File: src/rtl/cache_pkg.sv
// Shared definitions for the data cache and its memory-side refill controller.
// Refill FSM states, store widths, opcodes and address field boundaries.
package cache_pkg;

  typedef enum logic [2:0] {
    IDLE,
    REQ_LO,
    WAIT_LO,
    REQ_HI,
    WAIT_HI,
    FILL,
    WRITE
  } refill_state_t;

  localparam logic [2:0] F3_SB = 3'b000;
  localparam logic [2:0] F3_SH = 3'b001;
  localparam logic [2:0] F3_SW = 3'b010;

  localparam logic [6:0] OP_LOAD  = 7'b0000011;
  localparam logic [6:0] OP_STORE = 7'b0100011;

  // 8-byte blocks, 8 sets; the tag is everything above the set index
  localparam int OFF_LSB = 0;
  localparam int OFF_MSB = 2;
  localparam int SET_LSB = 3;
  localparam int SET_MSB = 5;
  localparam int TAG_LSB = 6;
  localparam int TAG_MSB = 31;

  function automatic logic [31:0] block_base(
    input logic [31:0] addr
  );
    return {addr[31:3], 3'b000};
  endfunction

endpackage

File: src/rtl/store_lane_align.sv
// Places store data on the correct byte lanes of a 32-bit memory word
// and derives the matching byte enables from the store width.
module store_lane_align
  import cache_pkg::*;
(
  input  logic [1:0]  addr_lo,
  input  logic [2:0]  func3,
  input  logic [31:0] wd,
  output logic [3:0]  be,
  output logic [31:0] lane_wd
);

  // only the width field matters; bit 2 (unsigned loads) never reaches stores
  logic unused_f3;
  assign unused_f3 = func3[2];

  always_comb begin
    be      = 4'b0000;
    lane_wd = wd;
    unique case (func3[1:0])
      F3_SB[1:0]: begin
        be      = 4'b0001 << addr_lo;
        lane_wd = {4{wd[7:0]}};
      end
      F3_SH[1:0]: begin
        be      = addr_lo[1] ? 4'b1100 : 4'b0011;
        lane_wd = {2{wd[15:0]}};
      end
      F3_SW[1:0]: begin
        be      = 4'b1111;
        lane_wd = wd;
      end
      default: begin
        be      = 4'b0000;
        lane_wd = wd;
      end
    endcase
  end

endmodule

File: src/rtl/cache_refill_ctrl.sv
// Memory-side controller under the data cache: two-word block refill on a
// miss and single-cycle write-through of every store, stalling the pipeline.
module cache_refill_ctrl
  import cache_pkg::*;
#(
  parameter int DATA_WIDTH  = 32,
  parameter int BLOCK_WIDTH = 2 * DATA_WIDTH
) (
  input  logic                   clk,
  input  logic                   rst,
  input  logic                   miss_req,
  input  logic [31:0]            miss_addr,
  input  logic                   st_req,
  input  logic [31:0]            st_addr,
  input  logic [DATA_WIDTH-1:0]  st_wd,
  input  logic [2:0]             st_func3,
  output logic                   stall,
  output logic [BLOCK_WIDTH-1:0] block_rd,
  output logic                   fill_valid,
  output logic                   mem_req,
  output logic                   mem_we,
  output logic [31:0]            mem_addr,
  output logic [DATA_WIDTH-1:0]  mem_wd,
  output logic [3:0]             mem_be,
  input  logic [DATA_WIDTH-1:0]  mem_rdata,
  input  logic                   mem_rvalid
);

  refill_state_t state;
  logic [3:0]    be;
  logic [31:0]   lane_wd;
  logic          unused_addr;

  assign unused_addr = ^miss_addr[2:0];

  store_lane_align u_align (
    .addr_lo (st_addr[1:0]),
    .func3   (st_func3),
    .wd      (st_wd),
    .be      (be),
    .lane_wd (lane_wd)
  );

  // request/fill strobes are set on the transition into their state
  always_ff @(posedge clk) begin
    if (rst) begin
      state      <= IDLE;
      block_rd   <= '0;
      mem_req    <= 1'b0;
      mem_we     <= 1'b0;
      fill_valid <= 1'b0;
    end else begin
      mem_req    <= 1'b0;
      mem_we     <= 1'b0;
      fill_valid <= 1'b0;
      unique case (state)
        IDLE: begin
          if (miss_req) begin
            state   <= REQ_LO;
            mem_req <= 1'b1;
          end else if (st_req) begin
            state   <= WRITE;
            mem_req <= 1'b1;
            mem_we  <= 1'b1;
          end
        end
        REQ_LO: state <= WAIT_LO;
        WAIT_LO: begin
          if (mem_rvalid) begin
            block_rd[DATA_WIDTH-1:0] <= mem_rdata;
            state   <= REQ_HI;
            mem_req <= 1'b1;
          end
        end
        REQ_HI: state <= WAIT_HI;
        WAIT_HI: begin
          if (mem_rvalid) begin
            block_rd[BLOCK_WIDTH-1:DATA_WIDTH] <= mem_rdata;
            state      <= FILL;
            fill_valid <= 1'b1;
          end
        end
        FILL:    state <= IDLE;
        WRITE:   state <= IDLE;
        default: state <= IDLE;
      endcase
    end
  end

  // WRITE is the one busy state that lets the pipeline advance
  assign stall = (state == IDLE) ? (miss_req | st_req)
                                 : (state != WRITE);

  always_comb begin
    unique case (state)
      REQ_HI:  mem_addr = {miss_addr[31:3], 3'b100};
      WRITE:   mem_addr = {st_addr[31:2], 2'b00};
      default: mem_addr = {miss_addr[31:3], 3'b000};
    endcase
  end

  assign mem_be = (state == WRITE) ? be : 4'b0000;
  assign mem_wd = lane_wd;

endmodule

File: config.mk
export PLATFORM = sky130hd
export DESIGN_NAME = cache_refill_ctrl
export DESIGN_NICKNAME = d
export VERILOG_FILES = /design/src/rtl/cache_pkg.sv /design/src/rtl/store_lane_align.sv /design/src/rtl/cache_refill_ctrl.sv
export SDC_FILE = /design/constraint.sdc
export NUM_CORES = 1
export LEC_CHECK = 0
export ABC_AREA = 1
export CORE_AREA = 2 2 126 128
export CTS_BUF_LIST = sky130_fd_sc_hd__clkbuf_4 sky130_fd_sc_hd__clkbuf_8 sky130_fd_sc_hd__clkbuf_16
export CTS_CLUSTER_SIZE = 28
export DETAILED_ROUTE_END_ITERATION = 16
export DIE_AREA = 0 0 128 130
export PLACE_DENSITY_LB_ADDON = 0.08
export SYNTH_ARGS = -nofsm -noshare
export SYNTH_HDL_FRONTEND = slang
export SYNTH_HIERARCHICAL = 1
export SYNTH_SLANG_ARGS = --single-unit
File: constraint.sdc
create_clock -name clk -period 3.2 [get_ports clk]
set_input_delay 0.64 -clock clk [delete_from_list [all_inputs] [get_ports clk]]
set_output_delay 0.64 -clock clk [all_outputs]
set_load 0.005 [all_outputs]
==> results of run 1 <==
worst min-delay path by stage:
| stage | cells after the start | endpoint |
|---|---|---|
| final | 2 | block_rd[59] |
| after global routing | 2 | block_rd[63] |
| after CTS | 2 | block_rd[59] |
| after floorplan | 2 | block_rd[54] |
| after global placement | 2 | block_rd[54] |
| after detailed placement | 2 | block_rd[44] |
power by group through the flow:
stage               combinational [mW]  clock (mW)  sequential [mW]
finish                            1.65        1.05             1.08
global route                      1.80        1.12             1.09
CTS                               1.67        1.08             1.08
detailed placement                1.66           0             1.09
global placement                  1.65           0             1.09
floorplan                        0.850           0             1.09
area by class of cell:
cell class / count / area share, %
Timing Repair Buffer: 276 / 40.66
Multi-Input combinational cell: 404 / 28.93
Sequential cell: 70 / 20.94
Clock buffer: 14 / 4.293
Tap cell: 192 / 3.584
Inverter: 14 / 0.9894
Clock inverter: 2 / 0.5600
Antenna cell: 1 / 0.03733
metal layers:
metal | wire length [microns] | track usage, % | up-vias
li1 | - | - | 2276
met1 | 6223 | 20.56 | 2065
met2 | 7657 | 30.98 | 189
met3 | 1664 | 6.437 | 18
met4 | 269 | 5.365 | 2
met5 | 13 | 0 | -
registers in the layout, summed over array words and instances (netlist names):
register	count
state	3
block_rd	64
mem_req	1
fill_valid	1
mem_we	1
through the flow:
stage                     util (%)  std cells  setup WS, ns
final                        43.45        973        0.2781
after floorplan                  -        546         1.374
after detailed placement     41.33        956        0.2816
after global placement       41.33        956        0.2989
after global routing         43.45        973        0.1115
after CTS                    43.44        972        0.2660
layout by cell type, fill, tap and decap left out, drive strengths merged, types with 2 or more instances in the layout:
master | synthesis | final
dfxtp | 70 | 70
nor3 | 2 | 2
a21oi | 69 | 69
nand3 | 23 | 23
o21ai | 13 | 13
clkbuf | 11 | 14
nand2 | 218 | 218
nor2 | 11 | 11
conb | 1 | 2
clkdlybuf4s50 | 0 | 263
bufinv | 1 | 2
inv | 13 | 13
buf | 47 | 13
nand4 | 65 | 65
worst min-delay path, stage by stage (launching register included):
cell and delay (ns):
sky130_fd_sc_hd__dfxtp_1 0.30, sky130_fd_sc_hd__nand2_1 0.06, sky130_fd_sc_hd__a21oi_1 0.05
cells by family after synthesis:
group           after synthesis  share of synthesized area, %
flops                        70                         37.47
buf+inv                      72                         11.07
other cells                   1                        0.1003
simple gates                320                         40.38
compound gates               82                         10.97
==> impl_summary.md, run 1 <==
Status
The flow ran to the end, and the final reports show no timing, DRC or antenna violations.

Synthesis
The synthesized cell area is 0.003740 sq mm. After synthesis, the share of flip-flops with an asynchronous set or reset is 0%. Among all flip-flop cells after synthesis, the most frequent one is sky130_fd_sc_hd__dfxtp_1. Synthesis produced a netlist whose cell count is 545. During synthesis, Yosys emitted a total of 6 warnings.

The count of distinct cell types in the synthesized netlist is 24. Summed over all instances, the cell type with the most area after synthesis is sky130_fd_sc_hd__dfxtp_1. The flip-flop and latch count after synthesis is 70. In this run, synthesis inferred 0 flip-flops with an integrated enable. After synthesis, the most frequently instantiated cells are sky130_fd_sc_hd__nand2_1 (218), sky130_fd_sc_hd__dfxtp_1 (70), sky130_fd_sc_hd__a21oi_1 (69). The most numerous cell in the Yosys netlist is sky130_fd_sc_hd__nand2_1.

In this run the biggest area consumer among cell types represents 37.47% of the synthesized area. After synthesis, flip-flops and latches occupy 37.47% of the total area. By area the synthesized netlist is led by sky130_fd_sc_hd__dfxtp_1 (37%), sky130_fd_sc_hd__nand2_1 (22%), sky130_fd_sc_hd__nand4_1 (11%).

The average instance in the mapped netlist occupies 6.862 sq um.

Critical path
The critical path crosses 8 cells after its start point. The reg-to-reg endpoint is block_rd[52]. STA classifies the critical path startpoint as an input port.

In this run the worst path has a maximum fanout of 13. The setup check on the worst reg-to-reg path leaves a slack of 0.88 ns. The critical path goes through clkdlybuf4s50_1 > buf_4 > nor2_1 > o21ai_0 > nand2_1 > inv_1 > nor2_1 > clkdlybuf4s50_1. Counting cells, the worst reg-to-reg path comes to 6. The kind of end point of the critical path is an output port. The number of buffers and inverters on the critical path is 4. The slowest cell on the critical path is sky130_fd_sc_hd__clkdlybuf4s50_1. The first element of the critical path is st_func3[1]. The required time reported for the critical path endpoint is 2.56 ns. The worst path arrival time is 2.28 ns. The start of the worst register-to-register path is state[1]. The setup path with the least slack is of type input port to output port. The peak per-stage delay on the critical path is 0.53 ns. The capture point of the critical path is mem_be[1].

The category of cells accounting for the largest share of critical-path delay is buffers and inverters.

Die
The die is 128 microns wide. The die is 130 microns tall. The initialized floorplan defines 46 standard-cell rows. The die footprint is 0.01664 sq mm. The area of the core region is 0.01542 sq mm.

Once the floorplan was initialized, standard cells occupied 24.25% of the core. Pin placement for this block handled 272 I/O pins.

STA
The clock skew is 0.005748 ns. After layout, the minimum clock period comes to 2.922 ns. The number of hold violations in the final report came to 0. The number of setup violations in the final report is 0. The final critical path takes up 91.31% of the cycle. In the final timing run, aggregate negative setup slack is 0 ns.

Setup repair after global routing left no endpoint under its margin. The highest achievable clock rate is 342.2 MHz. At the pin with the least slew margin, the transition time is 0.7889 ns. The post-route worst hold slack is 0.4597 ns. The count of final max-slew check failures is 0. Headroom to the max-slew limit came out at 47.34%.

Cells and area
The filler cell count is 1528. The post-layout net count is 911. Summing all flip-flop and latch instances after layout gives 0.001404 sq mm. The area added between synthesis and finish is 79.22%.

The multi-input logic area is 0.001939 sq mm. With fillers left out, the area of the finished cells amounts to 0.006703 sq mm. Cells with a size suffix above 1 make up 7.308% of the layout.

Min path
The path class of the tightest hold or removal check is flop to flop. The hold path startpoint is block_rd[59].

Drt
Once detail routing completed, the nets flagged for antenna violations numbered 0. The total via count in the routed design is 4550. The total iterations of the first detailed-routing run is 4. The routed design has 15830 microns of wire. For this run, design rule violations remaining after detail routing come to 0. The per-cell via count in the routed design is 4.676. The initial DRC count is 148. In the final routed layout, each cell accounts on average for 16.27 microns.

Power
The sequential share of power is 28.5%. In this run the static leakage power is 2.581 nW. The power density of the placed cells is 563.7 mW/mm^2.

The share of total power in combinational logic is 43.7%. The clock network is responsible for 27.9% of the overall power. In this run the power spent charging and discharging nets is 1.335 mW. IR analysis of the VDD net gives a maximum drop of 0.3460 mV. The switching fraction of total power is 35.33%. The internal power contribution is 2.443 mW. After layout, the design draws a total of 3.779 mW.

Clocking
The number of buffers inserted for hold repair after clock tree synthesis is 0. After clock tree synthesis, the clock-pin slew on the worst setup and hold paths is 0.06 ns. The maximum root-to-sink buffer count is 2. The root buffer cell is sky130_fd_sc_hd__clkbuf_16. The count of H-tree levels built during CTS is 3. The total clock sinks is 70. In this run the post-CTS setup repair buffer count came out at 0. In this run, CTS created clock tree buffers numbering 9. For the worst-skew pair, the clock arrives at the later sink with an insertion delay of 0.32 ns. TritonCTS built the clock tree. Post-CTS repair changed the size of 0 cells.

GRT
For this run, the total global-route usage over all layers was measured as 17.79%. Entering global routing, the biggest net connects 71 pins. The number of antenna violations at the first check in global routing is 2.

The number of global-route vias before repair is 4228. The wire length of the first global-routing pass is 23290 microns. The total overflow left after global routing is 0.

Placement
Once placement finished, the instance area stood at 0.006375 sq mm. Port buffering added 265 buffers. The final weighted congestion of routability-driven global placement is 0.8351. The half-perimeter wire length after detailed placement is 11250 microns.

Flow run
The tool flagged a number of max-cap violations equal to 0.
Power figures use the tool's default switching activity.
==> inputs of run 2 (changes only) <==
Settings changed: CORE_AREA 2 2 126 128 to 2 2 145 111, DIE_AREA 0 0 128 130 to 0 0 147 113, SETUP_SLACK_MARGIN from default to 0.4, SLEW_MARGIN from default to 25.
==> run 2 against run 1 <==
Utilization rose by 1.3 points; final cell count rose by 1.8%; worst hold slack barely moved; clock power fell by 6%; cell area rose by 0.91%; combinational power barely moved; critical path type unchanged; largest cell class unchanged; highest routed layer is now met4.
==> impl_summary.md, run 2 (synthesis results as in run 1) <==
STA
The number of setup violations in the final report is 0 (unchanged). The number of hold violations in the final report was 0 (unchanged). The transition time of the tightest slew-check pin is 0.7644 ns (was 0.7889 ns). The final setup TNS came to 0 ns (unchanged).

The setup slack of the critical path after layout is 0.5187 ns (was 0.2781 ns). The clock skew was 0.006486 ns (was 0.005748 ns). The headroom to the max-slew limit is 49.04% (was 47.34%). The count of final max-slew check failures came to 0 (unchanged).

The highest achievable clock rate is 373.0 MHz (was 342.2 MHz). The final clock period utilization by the worst path is 83.79% (was 91.31%). RSZ-0062 raised after global routing: no (unchanged).

The post-route minimum period came to 2.681 ns (was 2.922 ns).

Critical path
The kind of start point of the critical path was an input port (unchanged). The buffers plus inverters on the worst setup path is 4 (unchanged). The slowest cell on the critical path is sky130_fd_sc_hd__clkdlybuf4s50_1 (unchanged). The peak per-stage delay on the critical path was 0.53 ns (about the same). Crit-path cells: dlygate4sd2_1 > bufinv_8 > buf_4 > nand3_2 > nand3_2 > clkdlybuf4s50_1 (was clkdlybuf4s50_1 > buf_4 > nor2_1 > o21ai_0 > nand2_1 > inv_1 > nor2_1 > clkdlybuf4s50_1). The cell repeated most along the worst path is sky130_fd_sc_hd__nand3_2. The critical setup path kind is input port to output port (unchanged). The category of cells accounting for the largest share of critical-path delay is buffers and inverters (unchanged). The kind of end point of the critical path is an output port (unchanged). The worst path arrival time is 2.04 ns (was 2.28 ns). The top fanout value on the critical path came to 15 (was 13). The required time reported for the critical path endpoint is 2.56 ns (about the same).

Cells and area
The final standard cell count with taps included and fillers excluded came to 991 (was 973). Largest registers: block_rd: 64 flops, state: 3 flops (unchanged). The post-route core utilization is 44.71% (was 43.45%). Most frequent cells in the layout: sky130_fd_sc_hd__clkdlybuf4s50_1 (258), sky130_fd_sc_hd__nand2_1 (218), sky130_fd_sc_hd__a21oi_1 (69), sky130_fd_sc_hd__dfxtp_1 (67), sky130_fd_sc_hd__nand4_1 (65) (was sky130_fd_sc_hd__clkdlybuf4s50_1 (263), sky130_fd_sc_hd__nand2_1 (218), sky130_fd_sc_hd__a21oi_1 (69), sky130_fd_sc_hd__dfxtp_1 (68), sky130_fd_sc_hd__nand4_1 (65)). The area added between synthesis and finish is 80.86% (was 79.22%). The most flop-heavy register is block_rd (unchanged). The number of flip-flops under the largest register name was 64 (unchanged).

The most common cell after layout, fill and taps aside is sky130_fd_sc_hd__clkdlybuf4s50_1 (unchanged). The post-layout net count is 917 (was 911). The share of cells above drive strength 1 was 8.025% (was 7.308%).

Drt
The number of nets with antenna violations after detailed routing was 0 (unchanged). The number of DRC violations after detailed routing is 0 (unchanged). The per-cell via count in the routed design is 4.573 (was 4.676). The total via count in the routed design is 4532 (was 4550).

The initial DRC count is 271 (was 148). The detailed-route wire length per cell is 16.21 microns (was 16.27 microns). The total iterations of the first detailed-routing run was 4 (unchanged). The wire length reported by the detailed router is 16070 microns (was 15830 microns).

Power
The sequential share of power came to 28.9% (was 28.5%). The share of total power in combinational logic is 44.6% (was 43.7%). The internal power contribution is 2.400 mW (was 2.443 mW).

The largest vdd supply drop is 0.4410 mV (was 0.3460 mV). The switching fraction of total power is 36.00% (was 35.33%). The part of the power in the clock network is 26.4% (was 27.9%). The cell leakage power was 2.649 nW (was 2.581 nW). The power density of the placed cells was 554.5 mW/mm^2 (was 563.7 mW/mm^2).

The switching power total is 1.350 mW (was 1.335 mW).

Placement
The number of port buffers is 265 (unchanged). The cell count after placement was 971 (was 956). The final weighted congestion of routability-driven global placement came to 0.8692 (was 0.8351). The worst setup slack before clock tree synthesis is 0.2450 ns (was 0.2816 ns). The half-perimeter wire length after detailed placement is 11750 microns (was 11250 microns).

Die
The die outline width came to 147 microns (was 128 microns). The die boundary height is 113 microns (was 130 microns). The starting density of the core is 24.72% (was 24.25%). The die footprint is 0.01661 sq mm (was 0.01664 sq mm).

The top-level I/O count was 272 (unchanged). The site row count came to 39 (was 46). The area of the core region was 0.01513 sq mm (was 0.01542 sq mm).

Clocking
The clock insertion delay at the later pin of the skew report is 0.33 ns (was 0.32 ns). The count of H-tree levels built during CTS is 3 (unchanged). The clock edge transition at the registers on the reported setup and hold paths is 0.05 ns (was 0.06 ns). The number of buffers created by CTS came to 9 (unchanged).

The clock tree from TritonCTS is yes (unchanged). The maximum root-to-sink buffer count is 2 (unchanged). The total clock sinks is 70 (unchanged). The root buffer cell is sky130_fd_sc_hd__clkbuf_16 (unchanged).

GRT
The number of global-route vias before repair came to 4244 (was 4228). The overall overflow remaining after global route is 0 (unchanged). The number of antenna violations at the first check in global routing came to 1 (was 2). The global-route usage over all layers was 18.57% (was 17.79%).

The pin count of the biggest net entering global routing is 71 (unchanged). The wire length of the first global-routing pass is 24360 microns (was 23290 microns).

Min path
The worst hold path class is flop to flop (unchanged).

Flow run
The max-capacitance violation count is 0 (unchanged).

Status
Result of the run: finished clean (unchanged).
==> run 2: cell count changes in the layout (fill, tap and decap cells not counted), sizes merged <==
cell / before / now
clkbuf: 14 / 11
clkinv: 0 / 2
buf: 13 / 19
dlymetal6s2s: 0 / 2
dlygate4sd2: 0 / 3
clkdlybuf4s50: 263 / 258
==> run 2: stage by stage <==
stage               total power, mW  hold slack, ns  cell area [sq um]
detailed placement            2.759          0.4517               6406
CTS                           3.783          0.4606               6720
global route                  3.997          0.4709               6764
floorplan                     1.940          0.4565               3744
global placement              2.755          0.4479               6406
finish                        3.750          0.4594               6764
==> run 2: final cells by class <==
cell class | instances | area, sq um
inverter | 14 | 68.82
multi-input combinational | 404 | 1939
clock inverter | 4 | 47.55
clock buffer | 11 | 246.5
timing repair buffer | 282 | 2795
tap | 205 | 256.5
fill | 1530 | 8363
antenna | 1 | 2.502
sequential | 70 | 1408
==> run 2: power groups by stage <==
stage          sequential [mW]  clock, mW  combinational, mW
2_1_floorplan             1.09          0              0.850
3_3_place_gp              1.12          0               1.63
3_5_place_dp              1.12          0               1.64
4_1_cts                   1.11       1.03               1.65
5_1_grt                   1.10       1.06               1.83
6_report                  1.08      0.992               1.67
==> run 2: tightest hold or removal path, delay by kind of cell (launching register included) <==
family             cells  cell delay (ns)
DFF                    1             0.30
and+or+nand+nor        1             0.06
AOI/OAI and AO/OA      1             0.05
==> run 2: repair_timing <==
item,in CTS,in global routing
gates resized for setup,10,4
hold endpoints to repair,0,0
endpoints found under the setup margin,55,31
setup buffers,0,4
pin swaps,1,1
hold buffers,0,0
==> run 2: final timing paths <==
path,start,slack [ns],endpoint,depth (start not counted)
worst max-delay path,st_func3[1],0.52,mem_wd[25],6
worst min-delay path,block_rd[51],0.46,block_rd[51],2
worst max register to register,state[0],1.19,block_rd[56],6
worst min register to register,block_rd[51],0.46,block_rd[51],2
==> run 2: per-layer routing <==
layer | vias up | global-route usage (%) | wire length (microns)
met5 | - | 0 | 0
met4 | 0 | 5.256 | 318
met3 | 21 | 6.048 | 1178
met2 | 171 | 31.77 | 7724
met1 | 2044 | 22.50 | 6848
li1 | 2296 | - | -
==> inputs of run 3 (changes only) <==
Clock period 3.2 ns to 2.3 ns, I/O delays scaled along.
==> run 3 against run 2 <==
Worst hold slack better by 0.00066 ns; highest routed layer unchanged; final cell count increased by 3.3%; sequential power is 38% higher; clock skew shrank 0.00074 ns; clock power rose by 54%; combinational power is 57% higher.
==> impl_summary.md, run 3 (synthesis results as in run 1) <==
Critical path
The start of the worst register-to-register path is state[1] (was state[0]). The kind of start point of the critical path was a flop (was input port). The worst-case register-to-register setup slack is 0.56 ns (was 1.19 ns). The top fanout value on the critical path is 6 (was 15). The critical setup path kind is flop to output port (was input port to output port). The number of cell instances on the worst register-to-register path is 6 (unchanged). The worst path arrival time was 1.59 ns (was 2.04 ns). The first element of the critical path is state[1] (was st_func3[1]).

The required time reported for the critical path endpoint was 1.84 ns (was 2.56 ns). The kind of end point of the critical path is an output port (unchanged). The reg-to-reg endpoint is block_rd[20] (was block_rd[56]).

Die
The die footprint is 0.01661 sq mm (unchanged). The site row count is 39 (unchanged). The top-level I/O count is 272 (unchanged). The die outline width is 147 microns (unchanged). The die boundary height is 113 microns (unchanged). The starting density of the core is 24.72% (unchanged). The area of the core region is 0.01513 sq mm (unchanged).

Power
The power density of the placed cells is 772.5 mW/mm^2 (was 554.5 mW/mm^2). The largest vdd supply drop is 0.5083 mV (was 0.4410 mV). The overall power of the completed layout is 5.642 mW (was 3.750 mW).

The cell leakage power is 3.007 nW (was 2.649 nW).

Status
Result of the run: finished clean (unchanged).

Placement
The number of port buffers was 265 (unchanged). The cell area after placement is 0.006534 sq mm (was 0.006406 sq mm). The cell count after placement was 983 (was 971). The half-perimeter wire length after detailed placement is 11880 microns (was 11750 microns). The final weighted congestion of routability-driven global placement came to 0.8534 (was 0.8692).

Clocking
The number of buffers created by CTS is 9 (unchanged). The count of H-tree levels built during CTS is 3 (unchanged). The maximum root-to-sink buffer count is 2 (unchanged). The root buffer cell is sky130_fd_sc_hd__clkbuf_16 (unchanged). The number of buffers inserted for hold repair after clock tree synthesis is 0 (unchanged). The clock tree from TritonCTS is yes (unchanged). The total clock sinks is 70 (unchanged). The clock insertion delay at the later pin of the skew report was 0.34 ns (was 0.33 ns). The clock edge transition at the registers on the reported setup and hold paths was 0.05 ns (about the same).

Min path
The count of cells along the worst hold path is 2 (unchanged). The worst hold path class is flop to flop (unchanged). The end of the worst hold path is block_rd[36] (was block_rd[51]). The hold path startpoint was block_rd[36] (was block_rd[51]).

Cells and area
Most frequent cells in the layout: sky130_fd_sc_hd__clkdlybuf4s50_1 (193), sky130_fd_sc_hd__nand2_1 (169), sky130_fd_sc_hd__a21oi_1 (69), sky130_fd_sc_hd__dfxtp_1 (67), sky130_fd_sc_hd__nand4_1 (65) (was sky130_fd_sc_hd__clkdlybuf4s50_1 (258), sky130_fd_sc_hd__nand2_1 (218), sky130_fd_sc_hd__a21oi_1 (69), sky130_fd_sc_hd__dfxtp_1 (67), sky130_fd_sc_hd__nand4_1 (65)). The post-layout net count is 950 (was 917). The count of antenna diodes in the layout is 0 (was 1). The share of cells above drive strength 1 is 24.30% (was 8.025%). The final standard cell count with taps included and fillers excluded is 1024 (was 991).

The number of flip-flops under the largest register name was 64 (unchanged). The most common cell after layout, fill and taps aside was sky130_fd_sc_hd__clkdlybuf4s50_1 (unchanged). The area added between synthesis and finish was 95.28% (was 80.86%). The most flop-heavy register is block_rd (unchanged).

Largest registers: block_rd: 64 flops, state: 3 flops (unchanged). The final cell area excluding filler cells was 0.007303 sq mm (was 0.006764 sq mm).

GRT
The global-route usage over all layers is 19.97% (was 18.57%). The number of antenna violations at the first check in global routing was 0 (was 1). The pin count of the biggest net entering global routing is 71 (unchanged). The wire length of the first global-routing pass is 26250 microns (was 24360 microns). The overall overflow remaining after global route was 0 (unchanged). The number of global-route vias before repair is 4592 (was 4244).

STA
The number of setup violations in the final report is 0 (unchanged). The number of hold violations in the final report came to 0 (unchanged). The final clock period utilization by the worst path is 89.33%. For this run, the top clock speed supported by timing is 486.7 MHz. RSZ-0062 raised after global routing: yes (was no). The smallest clock period supported by the final layout is computed as 2.055 ns.

The clock skew came to 0.005741 ns (was 0.006486 ns). The count of final max-slew check failures is 0 (unchanged).

Drt
The number of DRC violations after detailed routing was 0 (unchanged). The wire length reported by the detailed router was 17290 microns (was 16070 microns). The detailed-route wire length per cell is 16.88 microns (was 16.21 microns). The total via count in the routed design is 4791 (was 4532).

The per-cell via count in the routed design is 4.679 (was 4.573). The initial DRC count was 204 (was 271). The number of nets with antenna violations after detailed routing is 0 (unchanged).

The total iterations of the first detailed-routing run is 4 (unchanged).

Flow run
The max-capacitance violation count came to 0 (unchanged).
[run 3: stage by stage]
| stage | setup TNS, ns | util [%] | hold slack [ns] | setup WS (ns) |
|---|---|---|---|---|
| after detailed placement | -4.068 | 43.19 | 0.4529 | -0.2000 |
| final | 0 | 48.28 | 0.4600 | 0.2454 |
| after floorplan | 0 | - | 0.4565 | 0.8317 |
| after CTS | 0 | 46.91 | 0.4619 | 0.2451 |
| after global routing | 0 | 48.28 | 0.4795 | 0.1589 |
| after global placement | -4.156 | 43.19 | 0.4485 | -0.2229 |
[run 3: where the power goes]
group | internal (mW) | total, mW | switching [mW] | leakage, nW
clock | 1.02 | 1.53 | 0.514 | 0.160
sequential | 1.39 | 1.49 | 0.0972 | 0.568
combinational | 1.19 | 2.62 | 1.43 | 2.28
total | 3.60 | 5.64 | 2.04 | 3.01
[run 3: cell type report]
class / instances / area [sq um]
Clock buffer: 13 / 261.5
Tap cell: 205 / 256.5
Timing Repair inverter: 2 / 32.53
Multi-Input combinational cell: 404 / 2133
Clock inverter: 3 / 67.56
Timing Repair Buffer: 313 / 3064
Sequential cell: 70 / 1405
Inverter: 14 / 82.58
Fill cell: 1465 / 7824
[run 3: routing by layer]
metal	global-route usage (%)	part of all wire, %	vias up
li1	-	-	2365
met5	0	0	-
met3	6.452	7.4	12
met4	4.615	1.1	0
met2	35.87	50	163
met1	23.30	41	2251
[run 3: worst max path at each step]
stage / to / slack, ns / cells past startpoint
global route: mem_addr[20] / 0.16 / 8
global placement: mem_be[1] / -0.22 / 8
floorplan: mem_be[0] / 0.83 / 4
finish: mem_addr[20] / 0.25 / 8
detailed placement: mem_wd[10] / -0.20 / 6
CTS: mem_addr[19] / 0.25 / 7
[run 3: repair_timing]
action	4_1_cts	5_1_grt
setup endpoints to repair	67	47
resized for setup	241	65
setup buffers	17	2
gates cloned	6	0
pin swaps	12	16
[run 3: worst max-delay path, stage by stage, from the launching register on]
cell                      delay, ns
sky130_fd_sc_hd__dfxtp_2       0.33
sky130_fd_sc_hd__inv_2         0.04
sky130_fd_sc_hd__nor3_4        0.27
sky130_fd_sc_hd__buf_6         0.17
sky130_fd_sc_hd__buf_16        0.12
sky130_fd_sc_hd__buf_8         0.11
sky130_fd_sc_hd__nand2_2       0.05
sky130_fd_sc_hd__nand2_2       0.07
sky130_fd_sc_hd__buf_6         0.09
